## src/rtl/rr_shift_ctrl_if.sv

```systemverilog
// Host command and operand-register control bundle for rr_shift_ctrl.
// The master side issues commands; the slave side (the sequencer) drives register controls.
interface rr_shift_ctrl_if #(
  parameter int unsigned WIDTH = 16,
  parameter int unsigned CNT_W = 9
);
  logic             init;
  logic             ld_start;
  logic             ld_valid;
  logic [WIDTH-1:0] ld_data;
  logic             ld_ready;
  logic             shr_req;
  logic [CNT_W-1:0] shr_cnt;
  logic             shr_fill;
  logic             busy;
  logic             done;
  logic             reg_we;
  logic             reg_sel_rs;
  logic             reg_set;
  logic [WIDTH-1:0] reg_regin;
  logic             reg_bit256;

  modport master (
    output init, ld_start, ld_valid, ld_data, shr_req, shr_cnt, shr_fill,
    input  ld_ready, busy, done, reg_we, reg_sel_rs, reg_set, reg_regin, reg_bit256
  );

  modport slave (
    input  init, ld_start, ld_valid, ld_data, shr_req, shr_cnt, shr_fill,
    output ld_ready, busy, done, reg_we, reg_sel_rs, reg_set, reg_regin, reg_bit256
  );
endinterface

```

## src/rtl/rr_shift_ctrl.sv

```systemverilog
// Sequencer for the 256-bit right-shift operand register: turns init/load/shift commands
// into per-cycle register controls, with busy and a one-cycle done pulse per command.
module rr_shift_ctrl #(
  parameter int unsigned WORDS = 16,
  parameter int unsigned WIDTH = 16,
  parameter int unsigned CNT_W = 9
) (
  input logic            clk,
  input logic            rst_n,
  rr_shift_ctrl_if.slave bus
);

  localparam int unsigned WCNT_W = $clog2(WORDS);
  localparam logic [WCNT_W-1:0] LastWord = WCNT_W'(WORDS - 1);
  localparam logic [CNT_W-1:0]  MaxCnt   = CNT_W'(WORDS * WIDTH);

  typedef enum logic [2:0] {StIdle, StInit, StLoad, StShift, StDone} state_e;

  state_e            state_q, state_d;
  logic [WCNT_W-1:0] wcnt_q, wcnt_d;
  logic [CNT_W-1:0]  scnt_q, scnt_d;

  logic busy_q, done_q, set_q, shift_q, load_q;

  always_comb begin
    state_d = state_q;
    wcnt_d  = wcnt_q;
    scnt_d  = scnt_q;
    unique case (state_q)
      StIdle: begin
        // Fixed priority; losing requests in the same cycle are dropped.
        if (bus.init) begin
          state_d = StInit;
        end else if (bus.ld_start) begin
          state_d = StLoad;
          wcnt_d  = '0;
        end else if (bus.shr_req) begin
          if (bus.shr_cnt == '0) begin
            state_d = StDone;
          end else begin
            state_d = StShift;
            scnt_d  = (bus.shr_cnt > MaxCnt) ? MaxCnt : bus.shr_cnt;
          end
        end
      end
      StInit: state_d = StDone;
      StLoad: begin
        if (bus.ld_valid) begin
          if (wcnt_q == LastWord) begin
            state_d = StDone;
            wcnt_d  = '0;
          end else begin
            wcnt_d = wcnt_q + WCNT_W'(1);
          end
        end
      end
      StShift: begin
        scnt_d = scnt_q - CNT_W'(1);
        if (scnt_q == CNT_W'(1)) state_d = StDone;
      end
      StDone:  state_d = StIdle;
      default: state_d = StIdle;
    endcase
  end

  // State-decoded controls are registered from the next state so they align with state_q.
  always_ff @(posedge clk or negedge rst_n) begin
    if (!rst_n) begin
      state_q <= StIdle;
      wcnt_q  <= '0;
      scnt_q  <= '0;
      busy_q  <= 1'b0;
      done_q  <= 1'b0;
      set_q   <= 1'b0;
      shift_q <= 1'b0;
      load_q  <= 1'b0;
    end else begin
      state_q <= state_d;
      wcnt_q  <= wcnt_d;
      scnt_q  <= scnt_d;
      busy_q  <= (state_d != StIdle);
      done_q  <= (state_d == StDone);
      set_q   <= (state_d == StInit);
      shift_q <= (state_d == StShift);
      load_q  <= (state_d == StLoad);
    end
  end

  assign bus.busy       = busy_q;
  assign bus.done       = done_q;
  assign bus.ld_ready   = load_q;
  assign bus.reg_set    = set_q;
  assign bus.reg_sel_rs = shift_q;
  assign bus.reg_we     = set_q | shift_q | (load_q & bus.ld_valid);
  assign bus.reg_bit256 = shift_q & bus.shr_fill;
  // Gated so every output reads zero while idle or in reset.
  assign bus.reg_regin  = load_q ? bus.ld_data : {WIDTH{1'b0}};

endmodule

```

## src/flat_wrapper.sv

```systemverilog
// flat-port wrapper written by rule: the top's interface ports become plain ports
module rr_shift_ctrl_flat 
#(
  parameter int unsigned WORDS = 16,
  parameter int unsigned WIDTH = 16,
  parameter int unsigned CNT_W = 9
)
  (clk, rst_n, bus_init, bus_ld_start, bus_ld_valid, bus_ld_data, bus_shr_req, bus_shr_cnt, bus_shr_fill, bus_ld_ready, bus_busy, bus_done, bus_reg_we, bus_reg_sel_rs, bus_reg_set, bus_reg_regin, bus_reg_bit256);
  rr_shift_ctrl_if #(.WIDTH(WIDTH), .CNT_W(CNT_W)) bus_i ();
  input logic clk;
  input logic rst_n;
  input wire logic [$bits(bus_i.init)-1:0] bus_init;
  input wire logic [$bits(bus_i.ld_start)-1:0] bus_ld_start;
  input wire logic [$bits(bus_i.ld_valid)-1:0] bus_ld_valid;
  input wire logic [$bits(bus_i.ld_data)-1:0] bus_ld_data;
  input wire logic [$bits(bus_i.shr_req)-1:0] bus_shr_req;
  input wire logic [$bits(bus_i.shr_cnt)-1:0] bus_shr_cnt;
  input wire logic [$bits(bus_i.shr_fill)-1:0] bus_shr_fill;
  output wire logic [$bits(bus_i.ld_ready)-1:0] bus_ld_ready;
  output wire logic [$bits(bus_i.busy)-1:0] bus_busy;
  output wire logic [$bits(bus_i.done)-1:0] bus_done;
  output wire logic [$bits(bus_i.reg_we)-1:0] bus_reg_we;
  output wire logic [$bits(bus_i.reg_sel_rs)-1:0] bus_reg_sel_rs;
  output wire logic [$bits(bus_i.reg_set)-1:0] bus_reg_set;
  output wire logic [$bits(bus_i.reg_regin)-1:0] bus_reg_regin;
  output wire logic [$bits(bus_i.reg_bit256)-1:0] bus_reg_bit256;
  assign bus_i.init = bus_init;
  assign bus_i.ld_start = bus_ld_start;
  assign bus_i.ld_valid = bus_ld_valid;
  assign bus_i.ld_data = bus_ld_data;
  assign bus_i.shr_req = bus_shr_req;
  assign bus_i.shr_cnt = bus_shr_cnt;
  assign bus_i.shr_fill = bus_shr_fill;
  assign bus_ld_ready = bus_i.ld_ready;
  assign bus_busy = bus_i.busy;
  assign bus_done = bus_i.done;
  assign bus_reg_we = bus_i.reg_we;
  assign bus_reg_sel_rs = bus_i.reg_sel_rs;
  assign bus_reg_set = bus_i.reg_set;
  assign bus_reg_regin = bus_i.reg_regin;
  assign bus_reg_bit256 = bus_i.reg_bit256;
  rr_shift_ctrl #(.WORDS(WORDS), .WIDTH(WIDTH), .CNT_W(CNT_W)) u_core (.clk(clk), .rst_n(rst_n), .bus(bus_i));
endmodule
```

## config.mk

```make
export PLATFORM = sky130hd
export DESIGN_NAME = rr_shift_ctrl_flat
export DESIGN_NICKNAME = d
export VERILOG_FILES = /design/src/rtl/rr_shift_ctrl_if.sv /design/src/rtl/rr_shift_ctrl.sv /design/src/flat_wrapper.sv
export SDC_FILE = /design/constraint.sdc
export NUM_CORES = 1
export LEC_CHECK = 0
export CAP_MARGIN = 25
export CORE_ASPECT_RATIO = 0.9
export CORE_MARGIN = 2
export CORE_UTILIZATION = 38
export DETAILED_ROUTE_END_ITERATION = 8
export PLACE_DENSITY = 0.74
export SYNTH_ARGS = -nofsm -noshare
export SYNTH_HDL_FRONTEND = slang
export SYNTH_SLANG_ARGS = --single-unit
```

## constraint.sdc

```tcl
create_clock -name clk -period 2.1 [get_ports clk]
set_clock_uncertainty 0.1 [all_clocks]
set_input_delay 0.63 -clock clk [delete_from_list [all_inputs] [get_ports clk]]
set_output_delay 0.63 -clock clk [all_outputs]
set_load 0.01 [all_outputs]
```

==> results.ini, run 1 <==
[global_route]
grt_max_degree=22
grt_pass1_wl_um=6299
first_global_vias=1432
antenna_found_initial=0
overflow=0
grt_util_all_layers_pct=20.46

[synthesis]
postSynthCellCount=145
synth.avg_cell_area_um2=9.164
yosysTopAreaCell=dfrtp_1
ys_seq_area_share_pct=39.55
ys_warn_count=0
syn_nets=180
ys.flop_type=dfrtp_1
postSynth.asyncResetShare_pct=100.0
ys_types=41
syn_area_um2=1329
ys_top_cells_by_area=dfrtp_1 40%, and2_1 8.9%, o21ai_0 3.4%
ys_ff_latch=21
synth_top_area_share_pct=39.55
synth_edf_count=0

[pwr]
clkPwrFrac_pct=12.2
p_sw_share_pct=38.99
p_seq_share_pct=34.1
leakage_nw=0.9616
powerDensity_nw_per_um2=1054
comb_power_share_pct=53.7
p_int_mw=1.318
total_power_mw=2.160
switching_power_mw=0.8424
worst_ir_drop_vdd_mv=0.4710

[detailed_routing]
ant_nets=0
viasPerCell=5.543
wirelength_um=3974
wire_per_inst_um=15.00
dr.pass1.iters=4
drc=0
drt_iter0_markers=60
vias=1469

[place]
dp_cells=258
gp_congestion=0.9095
dpl_cell_area_um2=2053
hpwl_um=3083
port_buffers=54

[finish]
area_growth_pct=54.24
layout_commonest_cell=buf_4
drive_above_1_share_pct=24.43
design_area_um2=2049
final_nets=257
most-common-layout-cells=25 x buf_4, 24 x clkdlybuf4s50_1, 20 x dfrtp_1
antenna_cells=0
instances_no_fill=265
fill_cells=292

[clocking]
htree_levels=1
cts_tree=built
insertion_delay_ps=250
clock_sinks=21
cts.clk_slew.worst_paths_ps=80
root_buffer=clkbuf_8
cts_made_buffers=3
cts_buffer_depth=2

[sta]
drv_slew=0
hold_violations=0
tns_ps=0
fin_crit_ps=2066
layout_worst_path_cycle_share_pct=98.38
worstMarginPinSlew_ps=549.0
finalSetupViolations=0
fmax_mhz=484.0
grt_setup_unrepaired=no
slew_headroom_pct=63.02

[min_path]
hold_path_class=flop to flop
hp-start=u_core.wcnt_q[3]$_DFFE_PN0P_

[die]
core_um2=3353
io_pins=55
row_count=20
die_w_um=66.33
start_util_pct=39.63
die_y_um=60.10
die-area_um2=3986

[worst_setup_path]
setup.worst_path.start_class=primary input
end_kind=output port
crit_path_max_fanout=1
r2r-start=u_core.scnt_q[1]$_DFFE_PN0P_
arrival_ps=1340
setup.worst_path.start=bus_ld_data[13]
path_class=primary input to output port
cp.required_ps=1370

[run_status]
status=finished, final reports clean

[flow_run]
max_cap_viol_count=0

[registers in the layout, indices dropped and copies added, names as in the netlist]
register,count
u_core.scnt_q,9
u_core.wcnt_q,4
u_core.state_q,3
u_core.bus.busy,1
u_core.bus.done,1
u_core.bus.ld_ready,1
u_core.bus.reg_sel_rs,1
u_core.bus.reg_set,1
[final cells by class]
| class | count | area [um2] | share of cell area [%] |
|---|---|---|---|
| multi-input cells | 113 | 784.5 | 38.28 |
| repair buffers | 79 | 623.1 | 30.40 |
| flip-flops and latches | 21 | 526.8 | 25.70 |
| well taps | 44 | 55.05 | 2.686 |
| clock buffers | 4 | 45.04 | 2.198 |
| inverters | 4 | 15.01 | 0.7326 |
[cell usage after synthesis (2+ instances only)]
cell type  count
nor4_1         3
nand4_1        4
or3b_2         2
nor2_1         8
a311o_1        2
nand3b_1       2
nor3_1         4
a22o_1         3
o211a_1        2
and2_1        19
a21o_1         2
a21oi_1        3
o21ai_0        9
a31oi_1        3
inv_1          4
clkbuf_1       4
dfrtp_1       21
nor3b_1        3
ha_1           3
nand2b_1       2
nor4b_1        2
a22oi_1        3
a32o_1         3
a211o_1        3
and3_1         2
buf_6          2
nand2_1        7
o211ai_1       2
nand3_1        6
[final timing paths]
path	endpoint	slack [ps]	cells past startpoint
min reg2reg	u_core.wcnt_q[3]$_DFFE_PN0P_	420	1
max	bus_reg_regin[13]	30	3
max in group asynchronous	u_core.bus.ld_ready$_DFF_PN0_	1050	2
max reg2reg	u_core.bus.busy$_DFF_PN0_	90	6
min in group asynchronous	u_core.wcnt_q[1]$_DFFE_PN0P_	610	2
min	u_core.wcnt_q[3]$_DFFE_PN0P_	420	1
[per-layer routing]
metal	global-route usage (%)	part of all wire, %	vias to the layer above
li1	-	-	702
met1	23.85	41	687
met2	36.57	47	76
met3	5.838	11	4
met4	6.122	1.0	0
met5	0	0	-
[repair_timing]
| item | 4_1_cts | 5_1_grt |
|---|---|---|
| cloned | 0 | 0 |
| setup endpoints to repair | 29 | 7 |
| gates resized for setup | 91 | 1 |
| pin swaps | 4 | 3 |
| buffers inserted | 1 | 2 |
| hold buffers | 0 | 0 |
[per-stage QoR]
stage	worst slack, ps	utilization (%)	hold WS (ps)
finish	34.01	61.12	416.0
global placement	-480.8	61.23	393.3
global route	6.252	61.12	461.7
CTS	0.8293	60.60	425.3
floorplan	36.34	-	234.4
detailed placement	-519.3	61.23	414.8
[cell families (layout without fill, tap and decap cells)]
| logic type | count (synthesis) | in the layout | share of synthesized area, % |
|---|---|---|---|
| compound gates | 40 | 40 | 22.13 |
| fa+ha+maj | 3 | 3 | 2.825 |
| buf+inv | 11 | 87 | 4.330 |
| flops | 21 | 21 | 39.55 |
| simple gates | 70 | 70 | 31.17 |
[worst max-delay path: stages]
cell	delay (ps)
clkdlybuf4s50_1	450
and2_1	130
buf_2	130
[power by group through the flow]
stage	sequential, mW	clock (mW)	combinational [mW]
after floorplan	0.724	0	0.636
after global placement	0.733	0	1.16
after detailed placement	0.745	0	1.20
after CTS	0.742	0.273	1.13
after global routing	0.758	0.290	1.28
final	0.737	0.264	1.16
Power figures use the tool's default switching activity.
==> inputs of run 2 (changes only) <==
--- a/config.mk
+++ b/config.mk
@@ -8,9 +8,9 @@
 export CAP_MARGIN = 25
 export CORE_ASPECT_RATIO = 0.9
 export CORE_MARGIN = 2
-export CORE_UTILIZATION = 38
+export CORE_UTILIZATION = 43
 export DETAILED_ROUTE_END_ITERATION = 8
-export PLACE_DENSITY = 0.74
+export PLACE_DENSITY = 0.79
 export SYNTH_ARGS = -nofsm -noshare
 export SYNTH_HDL_FRONTEND = slang
 export SYNTH_SLANG_ARGS = --single-unit
==> constraint.sdc (replaced) <==
create_clock -name clk -period 2.2 [get_ports clk]
set_clock_uncertainty 0.1 [all_clocks]
set_input_delay 0.66 -clock clk [delete_from_list [all_inputs] [get_ports clk]]
set_output_delay 0.66 -clock clk [all_outputs]
set_load 0.01 [all_outputs]
==> run 2 against run 1 <==
Against the previous run: via count grew 4.2%; first-iteration DRC count is 53% higher; critical path depth unchanged; cell area is 0.79% higher; clock power down 22%; hold slack better by 21 ps; highest routed layer unchanged.
==> results.ini, run 2 (synthesis results as in run 1) <==
[finish]
drive_above_1_share_pct=26.34
design_area_um2=2066
final_nets=260
reg.largest.list=u_core.scnt_q (9), u_core.wcnt_q (4), u_core.state_q (3)
area_growth_pct=55.46
antenna_cells=0
most-common-layout-cells=27 x buf_4, 26 x clkdlybuf4s50_1, 20 x dfrtp_1
layout_commonest_cell=buf_4
largest_reg_flops=9
regMostFlops=u_core.scnt_q
fill_cells=254

[pwr]
total_power_mw=2.076
leakage_nw=0.9708
powerDensity_nw_per_um2=1005
worst_ir_drop_vdd_mv=0.7972

[min_path]
hp-start=u_core.wcnt_q[3]$_DFFE_PN0P_
hold_path_class=flop to flop
hold_end=u_core.wcnt_q[3]$_DFFE_PN0P_
hold_path_depth=1

[clocking]
cts.clk_slew.worst_paths_ps=130
cts_buffer_depth=2
root_buffer=clkbuf_4
clock_sinks=21
cts_tree=built
insertion_delay_ps=330
cts_made_buffers=3
htree_levels=1
cts_hold_buf=0

[detailed_routing]
vias=1531
dr.pass1.iters=4
drt_iter0_markers=92
drc=0
viasPerCell=5.756
wirelength_um=4322
wire_per_inst_um=16.25
ant_nets=0

[sta]
grt_setup_unrepaired=no
setup_slack_ps=56.52
slew_headroom_pct=68.75
finalSetupViolations=0
fin_crit_ps=2143
worstMarginPinSlew_ps=463.9
layout_worst_path_cycle_share_pct=97.43
fmax_mhz=466.5
drv_slew=0
hold_violations=0
tns_ps=0

[global_route]
grt_max_degree=22
grt_pass1_wl_um=6982
grt_util_all_layers_pct=24.94
overflow=0
first_global_vias=1502
antenna_found_initial=0

[flow_run]
max_cap_viol_count=0

[worst_setup_path]
reg2reg_to=u_core.scnt_q[3]$_DFFE_PN0P_
r2r_cells=5
path_class=primary input to output port
setup.worst_path.start_class=primary input
reg2reg_setup_slack_ps=130
r2r-start=u_core.state_q[1]$_DFF_PN0_
cp.required_ps=1440
crit_path_max_fanout=1
end_kind=output port
arrival_ps=1380

[die]
die-area_um2=3551
core_um2=2995
die_w_um=62.60
start_util_pct=44.36
io_pins=55
die_y_um=56.74
row_count=19

[place]
dpl_cell_area_um2=2037
post-place-ws_ps=-441.1
port_buffers=54
gp_congestion=0.9014
hpwl_um=3133

[run_status]
status=finished, final reports clean

==> run 2: changes by cell type in the layout (fill, tap and decap cells not counted), sizes merged <==
| cell | previous run | this run |
|---|---|---|
| dlygate4sd2 | 12 | 9 |
| buf | 43 | 45 |
| clkdlybuf4s50 | 24 | 26 |
| clkbuf | 4 | 3 |
| clkdlybuf4s15 | 0 | 1 |
| clkinvlp | 0 | 1 |
| dlymetal6s2s | 0 | 1 |
==> run 2: cell type report <==
class	instances	area, um2	area share (%)
clock buffers	3	22.52	1.090
clock inverters	1	7.507	0.3634
inverters	4	15.01	0.7268
multi-input cells	113	779.5	37.73
flip-flops and latches	21	526.8	25.50
well taps	42	52.55	2.544
repair buffers	82	661.9	32.04
==> run 2: report_power, final <==
group / total [mW] / internal, mW / switching [mW]
logic: 1.16 / 0.598 / 0.563
clock network: 0.205 / 0.0698 / 0.135
registers: 0.709 / 0.547 / 0.162
==> run 2: routing by layer <==
| metal | track usage (%) | vias to the layer above | routed length [um] |
|---|---|---|---|
| li1 | - | 705 | - |
| met1 | 30.32 | 718 | 1744 |
| met2 | 41.78 | 101 | 2027 |
| met3 | 7.014 | 7 | 474 |
| met4 | 10.16 | 0 | 75 |
| met5 | 0 | - | 0 |
==> run 2: what timing repair did <==
action,4_1_cts,5_1_grt
resized for setup,81,10
pin swaps,3,3
buffers inserted,3,4
setup endpoints to repair,21,13
==> run 2: critical path, stage by stage <==
cell and delay [ps]:
clkdlybuf4s50_1 450, and2_1 140, buf_2 130
==> run 2: how the worst max path moves through the flow <==
stage	from	end
after floorplan	bus_shr_cnt[4]	u_core.bus.busy$_DFF_PN0_
after global placement	bus_shr_cnt[4]	u_core.bus.busy$_DFF_PN0_
after detailed placement	bus_ld_valid	u_core.bus.busy$_DFF_PN0_
after CTS	bus_ld_data[15]	bus_reg_regin[15]
after global routing	bus_ld_valid	bus_reg_we
final	bus_ld_data[1]	bus_reg_regin[1]
==> run 2: metrics by stage <==
stage / hold WS [ps] / util [%] / cells
after CTS: 430.8 / 68.42 / 262
after global routing: 477.3 / 68.96 / 266
final: 437.1 / 68.96 / 266
after floorplan: 264.4 / - / 145
after detailed placement: 415.2 / 68.00 / 255
after global placement: 398.3 / 68.00 / 255
==> inputs of run 3 (changes only) <==
--- a/config.mk
+++ b/config.mk
@@ -6,7 +6,6 @@
 export NUM_CORES = 1
 export LEC_CHECK = 0
 export CAP_MARGIN = 25
-export CORE_ASPECT_RATIO = 0.9
 export CORE_MARGIN = 2
 export CORE_UTILIZATION = 43
 export DETAILED_ROUTE_END_ITERATION = 8
==> run 3 against run 2 <==
Against the previous run: cell area fell by 2.8%; register-to-register slack barely moved; hold slack got worse by 2.1 ps; clock-buffer cell count unchanged; critical endpoint is now u_core.scnt_q[3]$_DFFE_PN0P_; largest power group unchanged.
==> results.ini, run 3 (synthesis results as in run 1) <==
[finish]
largest_reg_flops=9
reg.largest.list=u_core.scnt_q (9), u_core.wcnt_q (4), u_core.state_q (3)
regMostFlops=u_core.scnt_q
layout_commonest_cell=clkdlybuf4s50_1
final_nets=254
antenna_cells=0
area_growth_pct=51.13
instances_no_fill=251
most-common-layout-cells=25 x clkdlybuf4s50_1, 22 x buf_4, 20 x dfrtp_1
drive_above_1_share_pct=23.85

[clocking]
cts_made_buffers=3
cts_tree=built
root_buffer=clkbuf_4
cts_buffer_depth=2
htree_levels=1
insertion_delay_ps=310
clock_sinks=21
cts_hold_buf=0
cts.clk_slew.worst_paths_ps=120

[global_route]
first_global_vias=1399
grt_util_all_layers_pct=24.11
grt_max_degree=22
grt_pass1_wl_um=6430
antenna_found_initial=0
overflow=0

[min_path]
hold_end=u_core.wcnt_q[3]$_DFFE_PN0P_
hold_path_depth=1
hp-start=u_core.wcnt_q[3]$_DFFE_PN0P_
hold_path_class=flop to flop

[worst_setup_path]
setup.worst_path.start_class=primary input
arrival_ps=2250
end_kind=flop
path_class=primary input to flop
reg2reg_to=u_core.bus.busy$_DFF_PN0_
reg2reg_setup_slack_ps=120
r2r_cells=6
cp.required_ps=2310
crit_path_max_fanout=7
r2r-start=u_core.scnt_q[1]$_DFFE_PN0P_

[pwr]
p_seq_share_pct=35.5
powerDensity_nw_per_um2=970.7
leakage_nw=0.9753
total_power_mw=1.949
worst_ir_drop_vdd_mv=0.5450
p_sw_share_pct=40.54
comb_power_share_pct=54.7
switching_power_mw=0.7903
clkPwrFrac_pct=9.8
p_int_mw=1.159

[run_status]
status=finished, final reports clean

[place]
dp_cells=246
port_buffers=54
gp_congestion=0.8898
hpwl_um=3101

[sta]
tns_ps=0
hold_violations=0
grt_setup_unrepaired=no
drv_slew=0
worstMarginPinSlew_ps=506.9
layout_worst_path_cycle_share_pct=97.54
fmax_mhz=466.0
slew_headroom_pct=65.73
finalSetupViolations=0
fin_crit_ps=2146

[die]
core_um2=3003
die-area_um2=3551
io_pins=55
die_w_um=59.59
row_count=20
start_util_pct=44.25
die_y_um=59.59

[detailed_routing]
ant_nets=0
dr.pass1.iters=4
wirelength_um=4029
drc=0
vias=1502
wire_per_inst_um=16.05
drt_iter0_markers=59
viasPerCell=5.984

[flow_run]
max_cap_viol_count=0

-- run 3: how the worst max path moves through the flow --
stage                   start                           end  slack, ps  cells after the start
2_1_floorplan  bus_shr_cnt[4]     u_core.bus.busy$_DFF_PN0_         60                      5
3_5_place_dp   bus_shr_cnt[6]  u_core.scnt_q[5]$_DFFE_PN0P_       -500                      7
3_3_place_gp     bus_ld_valid                    bus_reg_we       -430                      3
5_1_grt        bus_shr_cnt[2]  u_core.scnt_q[2]$_DFFE_PN0P_         20                      7
4_1_cts          bus_ld_start  u_core.scnt_q[3]$_DFFE_PN0P_          6                      6
6_report       bus_shr_cnt[2]  u_core.scnt_q[3]$_DFFE_PN0P_         50                      6
-- run 3: critical path: stages --
cell	delay [ps]
clkdlybuf4s50_1	500
nor2_2	70
a311o_1	350
or2_0	200
buf_4	160
a311o_1	320
-- run 3: final cells by class --
class	count	area, um2
fillers	253	994.7
inverters	4	15.01
repair buffers	76	626.9
well taps	33	41.29
clock inverters	1	5.005
clock buffers	3	22.52
flip-flops and latches	21	526.8
multi-input cells	113	770.7
-- run 3: stage by stage --
stage | utilization [%] | cell area [um2] | hold slack, ps | setup WS (ps)
2_1_floorplan | - | 1329 | 264.4 | 59.91
3_3_place_gp | 67.46 | 2026 | 405.5 | -425.5
3_5_place_dp | 67.46 | 2026 | 406.0 | -498.3
4_1_cts | 66.92 | 2009 | 426.9 | 5.633
5_1_grt | 66.88 | 2008 | 446.8 | 15.33
6_report | 66.88 | 2008 | 435.0 | 54.12
-- run 3: layer usage --
| metal | wire length (um) | GRT usage, % | vias up |
|---|---|---|---|
| met5 | 0 | 0 | - |
| met1 | 1481 | 25.10 | 704 |
| met2 | 2081 | 47.88 | 95 |
| li1 | - | - | 695 |
| met3 | 418 | 4.585 | 8 |
| met4 | 47 | 6.984 | 0 |
-- run 3: repair_timing --
action | CTS | global route
setup endpoints to repair | 26 | 17
buffers inserted | 0 | 1
pin swaps | 1 | 1
gates resized for setup | 74 | 14
-- run 3: power by group through the flow --
| stage | registers [mW] | clock network, mW | logic [mW] |
|---|---|---|---|
| after floorplan | 0.691 | 0 | 0.607 |
| after global placement | 0.694 | 0 | 1.07 |
| after detailed placement | 0.712 | 0 | 1.10 |
| after CTS | 0.705 | 0.193 | 1.05 |
| after global routing | 0.712 | 0.214 | 1.16 |
| final | 0.691 | 0.191 | 1.07 |
